--- config.mk ---
export PLATFORM = sky130hd
export DESIGN_NAME = graph_mem_arbiter_flat
export DESIGN_NICKNAME = d
export VERILOG_FILES = /design/src/rtl/graph_mem_arbiter_pkg.sv /design/src/rtl/graph_mem_arbiter_if.sv /design/src/rtl/graph_mem_arbiter_rr_arbiter.sv /design/src/rtl/graph_mem_arbiter.sv /design/src/flat_wrapper.sv
export SDC_FILE = /design/constraint.sdc
export NUM_CORES = 1
export LEC_CHECK = 0
export ABC_AREA = 1
export BUFFER_PORTS_ARGS = -buffer_cell sky130_fd_sc_hd__buf_2
export CAP_MARGIN = 20
export CORE_AREA = 2 2 134 267
export CTS_BUF_LIST = sky130_fd_sc_hd__clkbuf_16
export DETAILED_ROUTE_END_ITERATION = 10
export DIE_AREA = 0 0 136 269
export GPL_TIMING_DRIVEN = 0
export SLEW_MARGIN = 20
export SYNTH_ARGS = -nofsm -noshare
export SYNTH_HDL_FRONTEND = slang
export SYNTH_SLANG_ARGS = --single-unit
--- constraint.sdc ---
create_clock -name clk_in -period 5.03 [get_ports clk_in]
set_clock_uncertainty 0.1 [all_clocks]
set_input_delay 0.2515 -clock clk_in [delete_from_list [all_inputs] [get_ports clk_in]]
set_output_delay 0.2515 -clock clk_in [all_outputs]
set_load 0.1 [all_outputs]
--- src/rtl/graph_mem_arbiter_pkg.sv ---
// Shared types and the round-robin pick used by the graph BRAM read-port arbiter.
package graph_pkg;

  localparam int DEF_ADDR_W = 32;
  localparam int DEF_DATA_W = 32;
  localparam int MAX_REQ    = 8;
  localparam int IDX_W      = 3;

  typedef struct packed {
    logic             valid;
    logic [IDX_W-1:0] idx;
  } tag_t;

  typedef struct packed {
    logic             found;
    logic [IDX_W-1:0] idx;
  } pick_t;

  // First set bit of pending, scanning upward from ptr+1 and wrapping at num_req.
  function automatic pick_t rr_pick(input logic [MAX_REQ-1:0] pending,
                                    input logic [IDX_W-1:0]   ptr,
                                    input int                 num_req);
    pick_t p;
    int    j;
    p = '0;
    for (int k = 1; k <= MAX_REQ; k++) begin
      j = (int'(ptr) + k) % num_req;
      if (k <= num_req && !p.found && pending[j[IDX_W-1:0]]) begin
        p.found = 1'b1;
        p.idx   = j[IDX_W-1:0];
      end
    end
    return p;
  endfunction

endpackage

--- src/rtl/graph_mem_arbiter_if.sv ---
// Requester-side and BRAM-side signals of the graph memory read arbiter.
interface graph_mem_arbiter_if import graph_pkg::*; #(
  parameter int NUM_REQ = 3,
  parameter int ADDR_W  = DEF_ADDR_W,
  parameter int DATA_W  = DEF_DATA_W
);
  logic [NUM_REQ-1:0]        req_valid_in;
  logic [NUM_REQ*ADDR_W-1:0] req_addr_in;
  logic [NUM_REQ-1:0]        resp_valid_out;
  logic [NUM_REQ*DATA_W-1:0] resp_data_out;
  logic                      bram_en_out;
  logic [ADDR_W-1:0]         bram_addr_out;
  logic [DATA_W-1:0]         bram_rdata_in;

  modport slave (
    input  req_valid_in, req_addr_in, bram_rdata_in,
    output resp_valid_out, resp_data_out, bram_en_out, bram_addr_out
  );

  modport master (
    output req_valid_in, req_addr_in, bram_rdata_in,
    input  resp_valid_out, resp_data_out, bram_en_out, bram_addr_out
  );
endinterface

--- src/rtl/graph_mem_arbiter_rr_arbiter.sv ---
// Combinational round-robin pick; the pointer register lives in the parent.
module rr_arbiter import graph_pkg::*; #(
  parameter int NUM_REQ = 3
) (
  input  logic [NUM_REQ-1:0] pending,
  input  logic [IDX_W-1:0]   ptr,
  output logic               found,
  output logic [IDX_W-1:0]   idx
);
  pick_t pick;

  always_comb begin
    pick  = rr_pick(MAX_REQ'(pending), ptr, NUM_REQ);
    found = pick.found;
    idx   = pick.idx;
  end
endmodule

--- src/rtl/graph_mem_arbiter.sv ---
// Shares one graph BRAM read port among NUM_REQ fire-and-forget requesters,
// returning each read as a one-cycle pulse on the originating response port.
module graph_mem_arbiter import graph_pkg::*; #(
  parameter int NUM_REQ = 3,
  parameter int ADDR_W  = DEF_ADDR_W,
  parameter int DATA_W  = DEF_DATA_W,
  parameter int LATENCY = 2
) (
  input  logic                clk_in,
  input  logic                rst_in,
  graph_mem_arbiter_if.slave  bus,
  output logic                busy_out,
  output logic                overflow_out
);
  localparam int STAGES = LATENCY + 1;

  logic [NUM_REQ-1:0] pend;
  logic [ADDR_W-1:0]  slot_addr [NUM_REQ];
  logic [IDX_W-1:0]   rr_ptr;
  tag_t               tag_p [STAGES];

  logic               gnt_found;
  logic [IDX_W-1:0]   gnt_idx;
  logic [NUM_REQ-1:0] gnt_onehot;
  logic [ADDR_W-1:0]  gnt_addr;
  logic [NUM_REQ-1:0] fin_onehot;
  logic               pipe_busy;

  rr_arbiter #(.NUM_REQ(NUM_REQ)) u_rr (
    .pending (pend),
    .ptr     (rr_ptr),
    .found   (gnt_found),
    .idx     (gnt_idx)
  );

  always_comb begin
    gnt_onehot = '0;
    gnt_addr   = '0;
    fin_onehot = '0;
    pipe_busy  = 1'b0;
    for (int i = 0; i < NUM_REQ; i++) begin
      if (gnt_found && gnt_idx == IDX_W'(i)) begin
        gnt_onehot[i] = 1'b1;
        gnt_addr      = slot_addr[i];
      end
      if (tag_p[LATENCY].valid && tag_p[LATENCY].idx == IDX_W'(i))
        fin_onehot[i] = 1'b1;
    end
    for (int s = 0; s < STAGES; s++)
      pipe_busy = pipe_busy | tag_p[s].valid;
  end

  // Holding slots: a pulse on a slot still pending and not granted this edge is dropped.
  always_ff @(posedge clk_in) begin
    if (rst_in) begin
      pend         <= '0;
      overflow_out <= 1'b0;
    end else begin
      for (int i = 0; i < NUM_REQ; i++) begin
        if (bus.req_valid_in[i]) begin
          if (pend[i] && !gnt_onehot[i]) overflow_out <= 1'b1;
          else                           pend[i]      <= 1'b1;
        end else if (gnt_onehot[i]) begin
          pend[i] <= 1'b0;
        end
      end
    end
  end

  always_ff @(posedge clk_in) begin
    for (int i = 0; i < NUM_REQ; i++)
      if (bus.req_valid_in[i] && (!pend[i] || gnt_onehot[i]))
        slot_addr[i] <= bus.req_addr_in[i*ADDR_W +: ADDR_W];
  end

  // Grant stage: drives the BRAM address and seeds the tag pipeline.
  always_ff @(posedge clk_in) begin
    if (rst_in) begin
      bus.bram_en_out   <= 1'b0;
      bus.bram_addr_out <= '0;
      rr_ptr            <= IDX_W'(NUM_REQ - 1);
      for (int s = 0; s < STAGES; s++) tag_p[s] <= '0;
    end else begin
      bus.bram_en_out <= gnt_found;
      if (gnt_found) begin
        bus.bram_addr_out <= gnt_addr;
        rr_ptr            <= gnt_idx;
      end
      tag_p[0] <= '{valid: gnt_found, idx: gnt_idx};
      for (int s = 1; s < STAGES; s++) tag_p[s] <= tag_p[s-1];
    end
  end

  // Response stage: BRAM data lands on the slice named by the final tag.
  always_ff @(posedge clk_in) begin
    if (rst_in) begin
      bus.resp_valid_out <= '0;
      bus.resp_data_out  <= '0;
      busy_out           <= 1'b0;
    end else begin
      bus.resp_valid_out <= fin_onehot;
      for (int i = 0; i < NUM_REQ; i++)
        if (fin_onehot[i]) bus.resp_data_out[i*DATA_W +: DATA_W] <= bus.bram_rdata_in;
      busy_out <= (|pend) | bus.bram_en_out | pipe_busy;
    end
  end

endmodule

--- src/flat_wrapper.sv ---
// flat-port wrapper written by rule: the top's interface ports become plain ports
module graph_mem_arbiter_flat import graph_pkg::*;
#(
  parameter int NUM_REQ = 3,
  parameter int ADDR_W  = DEF_ADDR_W,
  parameter int DATA_W  = DEF_DATA_W,
  parameter int LATENCY = 2
)
  (clk_in, rst_in, busy_out, overflow_out, bus_req_valid_in, bus_req_addr_in, bus_bram_rdata_in, bus_resp_valid_out, bus_resp_data_out, bus_bram_en_out, bus_bram_addr_out);
  graph_mem_arbiter_if #(.NUM_REQ(NUM_REQ), .ADDR_W(ADDR_W), .DATA_W(DATA_W)) bus_i ();
  input  logic clk_in;
  input  logic rst_in;
  output logic busy_out;
  output logic overflow_out;
  input wire logic [$bits(bus_i.req_valid_in)-1:0] bus_req_valid_in;
  input wire logic [$bits(bus_i.req_addr_in)-1:0] bus_req_addr_in;
  input wire logic [$bits(bus_i.bram_rdata_in)-1:0] bus_bram_rdata_in;
  output wire logic [$bits(bus_i.resp_valid_out)-1:0] bus_resp_valid_out;
  output wire logic [$bits(bus_i.resp_data_out)-1:0] bus_resp_data_out;
  output wire logic [$bits(bus_i.bram_en_out)-1:0] bus_bram_en_out;
  output wire logic [$bits(bus_i.bram_addr_out)-1:0] bus_bram_addr_out;
  assign bus_i.req_valid_in = bus_req_valid_in;
  assign bus_i.req_addr_in = bus_req_addr_in;
  assign bus_i.bram_rdata_in = bus_bram_rdata_in;
  assign bus_resp_valid_out = bus_i.resp_valid_out;
  assign bus_resp_data_out = bus_i.resp_data_out;
  assign bus_bram_en_out = bus_i.bram_en_out;
  assign bus_bram_addr_out = bus_i.bram_addr_out;
  graph_mem_arbiter #(.NUM_REQ(NUM_REQ), .ADDR_W(ADDR_W), .DATA_W(DATA_W), .LATENCY(LATENCY)) u_core (.clk_in(clk_in), .rst_in(rst_in), .bus(bus_i), .busy_out(busy_out), .overflow_out(overflow_out));
endmodule
==> flow_summary.json, run 1 <==
{
  "antenna_found_initial": 0,
  "antenna_cells": 0,
  "rrSetupSlack_ns": 0.40,
  "crit_path_end_kind": "flop",
  "ant_nets": 0,
  "synth_area_um2": 10300,
  "hold_viol_final": 0,
  "maxSlewViolCount": 0,
  "hold_class": "input pin to flop",
  "grt_max_degree": 21,
  "synth_edf_count": 96,
  "drive_above_1_share": 0.312,
  "yosysWarnings": 0,
  "rr_endpoint": "u_core.slot_addr[0][75]",
  "hp-start": "rst_in",
  "drt_pre_antenna_iters": 4,
  "ys_seq_area_frac": 0.574,
  "die_area_um2": 36600,
  "start_util": 0.297,
  "gp_congestion": 0.821,
  "clockBufferDepth": 3,
  "fin_crit_sh": 0.920,
  "worst_ep_arrival_time_ns": 4.78,
  "grt_pass1_wl_um": 46800,
  "fin_crit_ns": 4.63,
  "rsz0062_at_grt": "no",
  "relSlewSlack": 0.450,
  "fill_cells": 3444,
  "portBuffers": 265,
  "rows": 97,
  "reg2regPathDepth": 26,
  "grt_pass1_vias": 8510,
  "drc": 0,
  "fmax_mhz": 216,
  "ys_seq_elements": 247,
  "avgSynthCellArea_um2": 10.0,
  "path_class": "flop to flop",
  "vias": 8630,
  "hpwlAfterDp_um": 21100,
  "synthesis.nets": 1178,
  "setup_ws_ns": 0.402,
  "cts_htree_levels": 1,
  "synth_async_sr_flop_share": 0,
  "wl_um": 30800,
  "r2r-start": "u_core.rr_ptr[0]",
  "fp.dieH_um": 269,
  "synth_flop_cell": "dfxtp_1",
  "coreArea_um2": 34700,
  "nets": 1606,
  "syn_inst": 1025,
  "viasPerCell": 4.50,
  "synthToLayoutAreaGrowth_pct": 40.6,
  "ys_types": 40,
  "tightest_slew_ns": 0.818,
  "grt_usage": 0.164,
  "wl_per_cell_um": 16.1,
  "detailedPlace.worstSlack_ns": -0.135,
  "max_cap_viol_count": 0,
  "min_to": "u_core.tag_p[0][11]",
  "cts.sinks": 247,
  "status": "completed",
  "die_x_um": 136,
  "cp.required_ns": 5.18,
  "root_buffer": "clkbuf_16",
  "clock_latency_ns": 0.55,
  "cts_tree": "yes",
  "clk_pin_slew_ns": 0.07,
  "critPathMaxFanout": 20,
  "drt_iter0_drc": 393,
  "holdPathStages": 2,
  "finalSetupViolations": 0,
  "ioPinCount": 267,
  "cp-start-kind": "flop",
  "grt.overflow.total": 0,
  "cts_made_buffers": 25
}
[metal layers]
metal / routed length, um / global-route usage / vias to the layer above / part of all wire
li1: - / - / 4308 / -
met1: 13200 / 0.205 / 4012 / 0.43
met2: 15000 / 0.284 / 270 / 0.49
met3: 1920 / 0.0306 / 40 / 0.062
met4: 748 / 0.0495 / 0 / 0.024
met5: 0 / 0 / - / 0
[stage by stage]
stage	util	area (um2)	std cells	setup TNS (ns)	hold slack [ns]
CTS	0.416	14400	1916	0	0.0445
finish	0.417	14500	1917	0	0.0631
global placement	0.351	12200	1735	-67.45	0.296
global route	0.417	14500	1917	0	0.0885
detailed placement	0.354	12300	1738	-2.39	0.295
floorplan	-	10300	1025	0	0.250
[how the worst max path moves through the flow]
stage,cells after the start,from,slack [ns],end
detailed placement,23,u_core.rr_ptr[0],-0.13,u_core.slot_addr[0][19]
floorplan,25,u_core.rr_ptr[0],0.21,u_core.slot_addr[0][0]
global route,29,u_core.rr_ptr[0],0.05,u_core.slot_addr[0][83]
global placement,22,u_core.rr_ptr[0],-1.06,u_core.slot_addr[0][20]
CTS,26,u_core.rr_ptr[0],0.03,u_core.slot_addr[0][43]
finish,26,u_core.rr_ptr[0],0.40,u_core.slot_addr[0][75]
[layout make-up]
type,count,area [um2],area share
plain buffers,57,347,0.0239
clock buffers,25,626,0.0432
clock inverters,21,214,0.0148
inverters,89,342,0.0236
multi-input cells,632,3720,0.257
flip-flops and latches,247,5910,0.408
well taps,445,557,0.0385
repair buffers,401,2760,0.191
[cell usage after synthesis (6+ instances only)]
cell / count / area share
nand3_2: 45 / 0.044
o21ai_0: 117 / 0.057
nand3_1: 45 / 0.022
ha_1: 20 / 0.024
nand2_4: 8 / 0.0088
nand4_1: 9 / 0.0055
nand2_2: 17 / 0.010
buf_2: 6 / 0.0029
buf_4: 8 / 0.0058
inv_1: 83 / 0.030
a21oi_1: 38 / 0.018
o21ai_1: 15 / 0.0073
clkbuf_1: 31 / 0.011
nand2_1: 108 / 0.039
o211ai_2: 28 / 0.034
dfxtp_1: 151 / 0.29
nor2_4: 6 / 0.0066
buf_6: 6 / 0.0066
edfxtp_1: 96 / 0.28
nor2_1: 151 / 0.055
[placed cells by master, fill, tap and decap left out, types with 4 or more instances in the layout]
| cell type | netlist | final |
|---|---|---|
| buf_2 | 6 | 271 |
| nor2_1 | 151 | 151 |
| dfxtp_1 | 151 | 150 |
| dlygate4sd3_1 | 0 | 131 |
| o21ai_0 | 117 | 117 |
| nand2_1 | 108 | 108 |
| edfxtp_1 | 96 | 96 |
| inv_1 | 83 | 85 |
| nand3_1 | 45 | 45 |
| nand3_2 | 45 | 45 |
| a21oi_1 | 38 | 37 |
| clkbuf_1 | 31 | 31 |
| o211ai_2 | 28 | 28 |
| clkbuf_16 | 0 | 25 |
| ha_1 | 20 | 20 |
| nand2_2 | 17 | 17 |
| o21ai_1 | 15 | 15 |
| nand4_1 | 9 | 9 |
| nand2_4 | 8 | 8 |
| buf_4 | 8 | 8 |
| buf_6 | 6 | 6 |
| nor2_4 | 6 | 6 |
| inv_2 | 5 | 5 |
| clkinv_1 | 1 | 4 |
| o211ai_1 | 4 | 4 |
| clkinvlp_4 | 0 | 4 |
| clkinv_2 | 0 | 4 |
| bufinv_16 | 0 | 4 |
[state kept, by name, summed over array words and instances (netlist names)]
signal                     count
u_core.bus.resp_data_out      96
u_core.slot_addr              96
u_core.bus.bram_addr_out      32
u_core.tag_p                  12
u_core.bus.resp_valid_out      3
u_core.pend                    3
u_core.rr_ptr                  3
u_core.busy_out                1
u_core.overflow_out            1
[what timing repair did]
action	4_1_cts	5_1_grt
pin swaps	1	0
endpoints found under the setup margin	18	52
buffers inserted	1	1
resized for setup	0	7
hold buffers	131	0
endpoints found under the hold margin	196	0
[critical path: stages (launching register included)]
cell and delay, ns:
dfxtp_2 0.39, buf_6 0.16, inv_1 0.16, ha_1 0.42
inv_1 0.12, ha_1 0.23, ha_1 0.25, a21oi_4 0.16
nand2_2 0.09, nand2_1 0.08, nand2_2 0.08, ha_1 0.20
inv_1 0.14, nand3_4 0.14, nand2_1 0.11, nand3_1 0.07
nand2_1 0.08, nand2_2 0.09, nor2_4 0.15, nand3_4 0.12
nor2_4 0.12, nor2_4 0.06, buf_6 0.16, nand2_1 0.08
nand2_1 0.10, inv_4 0.22, buf_16 0.21
[logic make-up after synthesis]
group                    count (synthesis)  share of synthesized area
AND/OR/NAND/NOR                        400                      0.205
AO/OA/AOI/OAI                          209                      0.128
buffers and inverters                  146                     0.0661
flip-flops                             247                      0.574
XOR/XNOR                                 2                    0.00170
other                                    1                   0.000364
adder cells (fa/ha/maj)                 20                     0.0243
Power of run 1 is not shown: default switching activity piles up to over one toggle a cycle in this logic, so the estimate is an artifact.
==> run 2, diff against run 1 <==
- CELL_PAD_IN_SITES_DETAIL_PLACEMENT: default -> 1
- CELL_PAD_IN_SITES_GLOBAL_PLACEMENT: default -> 1
- CORE_AREA: 2 2 134 267 -> 2 2 225 160
- DIE_AREA: 0 0 136 269 -> 0 0 227 162
- PLACE_DENSITY_LB_ADDON: default -> 0.1
==> flow_summary.json, run 2 (synthesis results as in run 1) <==
{
  "status": "completed",
  "hp-start": "bus_req_addr_in[58]",
  "r2r-start": "u_core.rr_ptr[0]",
  "finalSetupViolations": 0,
  "fmax_mhz": 214,
  "tightest_slew_ns": 0.739,
  "coreArea_um2": 34500,
  "start_util": 0.298,
  "nets": 1618,
  "crit_path_end_kind": "flop",
  "wl_per_cell_um": 17.7,
  "die_x_um": 227,
  "max_stage_delay_ns": 0.53,
  "die_area_um2": 36800,
  "final_cell_mix": "271 x buf_2, 151 x nor2_1, 149 x dfxtp_1",
  "cp-start-kind": "flop",
  "rows": 57,
  "gp_congestion": 0.764,
  "cts_made_buffers": 28,
  "grt_pass1_wl_um": 53300,
  "dp_cells": 1766,
  "cts_htree_levels": 1,
  "final_cells": 1960,
  "drt_pre_antenna_iters": 4,
  "hold_viol_final": 0,
  "grt_pass1_vias": 9251,
  "worst_ep_arrival_time_ns": 5.09,
  "fill_cells": 3989,
  "fp.dieH_um": 162,
  "reg2regPathDepth": 29,
  "rr_endpoint": "u_core.overflow_out",
  "reg_top3": "u_core.bus.resp_data_out: 96 flops, u_core.slot_addr: 96 flops, u_core.bus.bram_addr_out: 32 flops",
  "fin_crit_ns": 4.66,
  "drc": 0,
  "rrSetupSlack_ns": 0.37,
  "relSlewSlack": 0.504,
  "wl_um": 34800,
  "holdPathStages": 2,
  "cts_tree": "yes",
  "vias": 8800,
  "min_to": "u_core.slot_addr[0][58]",
  "drt_iter0_drc": 414,
  "critPathMaxFanout": 10,
  "grt.overflow.total": 0,
  "path_class": "flop to flop",
  "portBuffers": 265,
  "grt_usage": 0.187,
  "hold_class": "input pin to flop",
  "clock_latency_ns": 0.58,
  "synthToLayoutAreaGrowth_pct": 42.1,
  "drive_above_1_share": 0.315,
  "layout_commonest_cell": "buf_2",
  "cts.sinks": 247,
  "antenna_found_initial": 1,
  "ant_nets": 0,
  "clockBufferDepth": 3,
  "cpMaxStageDelayCell": "dlygate4sd3_1",
  "grt_max_degree": 26,
  "clk_pin_slew_ns": 0.06,
  "hpwlAfterDp_um": 24600,
  "viasPerCell": 4.49,
  "fin_crit_sh": 0.927,
  "max_cap_viol_count": 0,
  "cp.required_ns": 5.46,
  "root_buffer": "clkbuf_16",
  "ioPinCount": 267,
  "maxSlewViolCount": 0
}
[run 2: final cells by class]
| cell class | count | area, um2 | area share |
|---|---|---|---|
| plain buffers | 57 | 350 | 0.0240 |
| multi-input cells | 632 | 3730 | 0.255 |
| flip-flops and latches | 247 | 5910 | 0.404 |
| clock buffers | 28 | 701 | 0.0479 |
| diodes | 1 | 2.50 | 0.000171 |
| inverters | 89 | 343 | 0.0234 |
| clock inverters | 24 | 180 | 0.0123 |
| well taps | 472 | 591 | 0.0404 |
| repair buffers | 410 | 2820 | 0.193 |
[run 2: how the worst max path moves through the flow]
stage / from / endpoint / cells past startpoint
floorplan: u_core.rr_ptr[0] / u_core.slot_addr[0][0] / 25
global placement: u_core.rr_ptr[0] / u_core.slot_addr[0][15] / 25
detailed placement: u_core.rr_ptr[0] / u_core.slot_addr[0][15] / 27
CTS: u_core.rr_ptr[0] / u_core.overflow_out / 29
global route: u_core.rr_ptr[0] / u_core.overflow_out / 30
finish: u_core.rr_ptr[0] / u_core.overflow_out / 29
[run 2: stage by stage]
stage | setup TNS [ns] | setup WS (ns) | cell area, um2 | util | hold slack, ns
floorplan | 0 | 0.207 | 10300 | - | 0.250
global placement | -74.45 | -1.12 | 12200 | 0.354 | 0.294
detailed placement | -2.70 | -0.165 | 12300 | 0.357 | 0.299
CTS | 0 | 0.00927 | 14500 | 0.421 | 0.221
global route | -0.00540 | -0.00540 | 14600 | 0.424 | 0.252
finish | 0 | 0.366 | 14600 | 0.424 | 0.269
[run 2: critical path, delay by kind of cell, from the launching register on]
family / cells / cell delay, ns
compound gates: 2 / 0.35
simple gates: 16 / 1.60
flops: 1 / 0.38
buf+inv: 7 / 1.26
fa+ha+maj: 4 / 0.89
[run 2: layer usage]
metal  up-vias  part of all wire  wire length (um)  global-route usage
met3        52             0.042              1460              0.0326
met5         -                 0                 0                   0
li1       4324                 -                 -                   -
met4         0             0.021               742              0.0452
met2       168              0.46             16000               0.301
met1      4256              0.48             16500               0.262
[run 2: timing repair]
| item | in CTS | in global routing |
|---|---|---|
| setup buffers | 1 | 7 |
| endpoints found under the setup margin | 41 | 113 |
| resized for setup | 1 | 10 |
| pin swaps | 1 | 1 |
| hold endpoints to repair | 199 | 0 |
| hold buffers | 133 | 0 |
Power of run 2 is left out for the same reason.
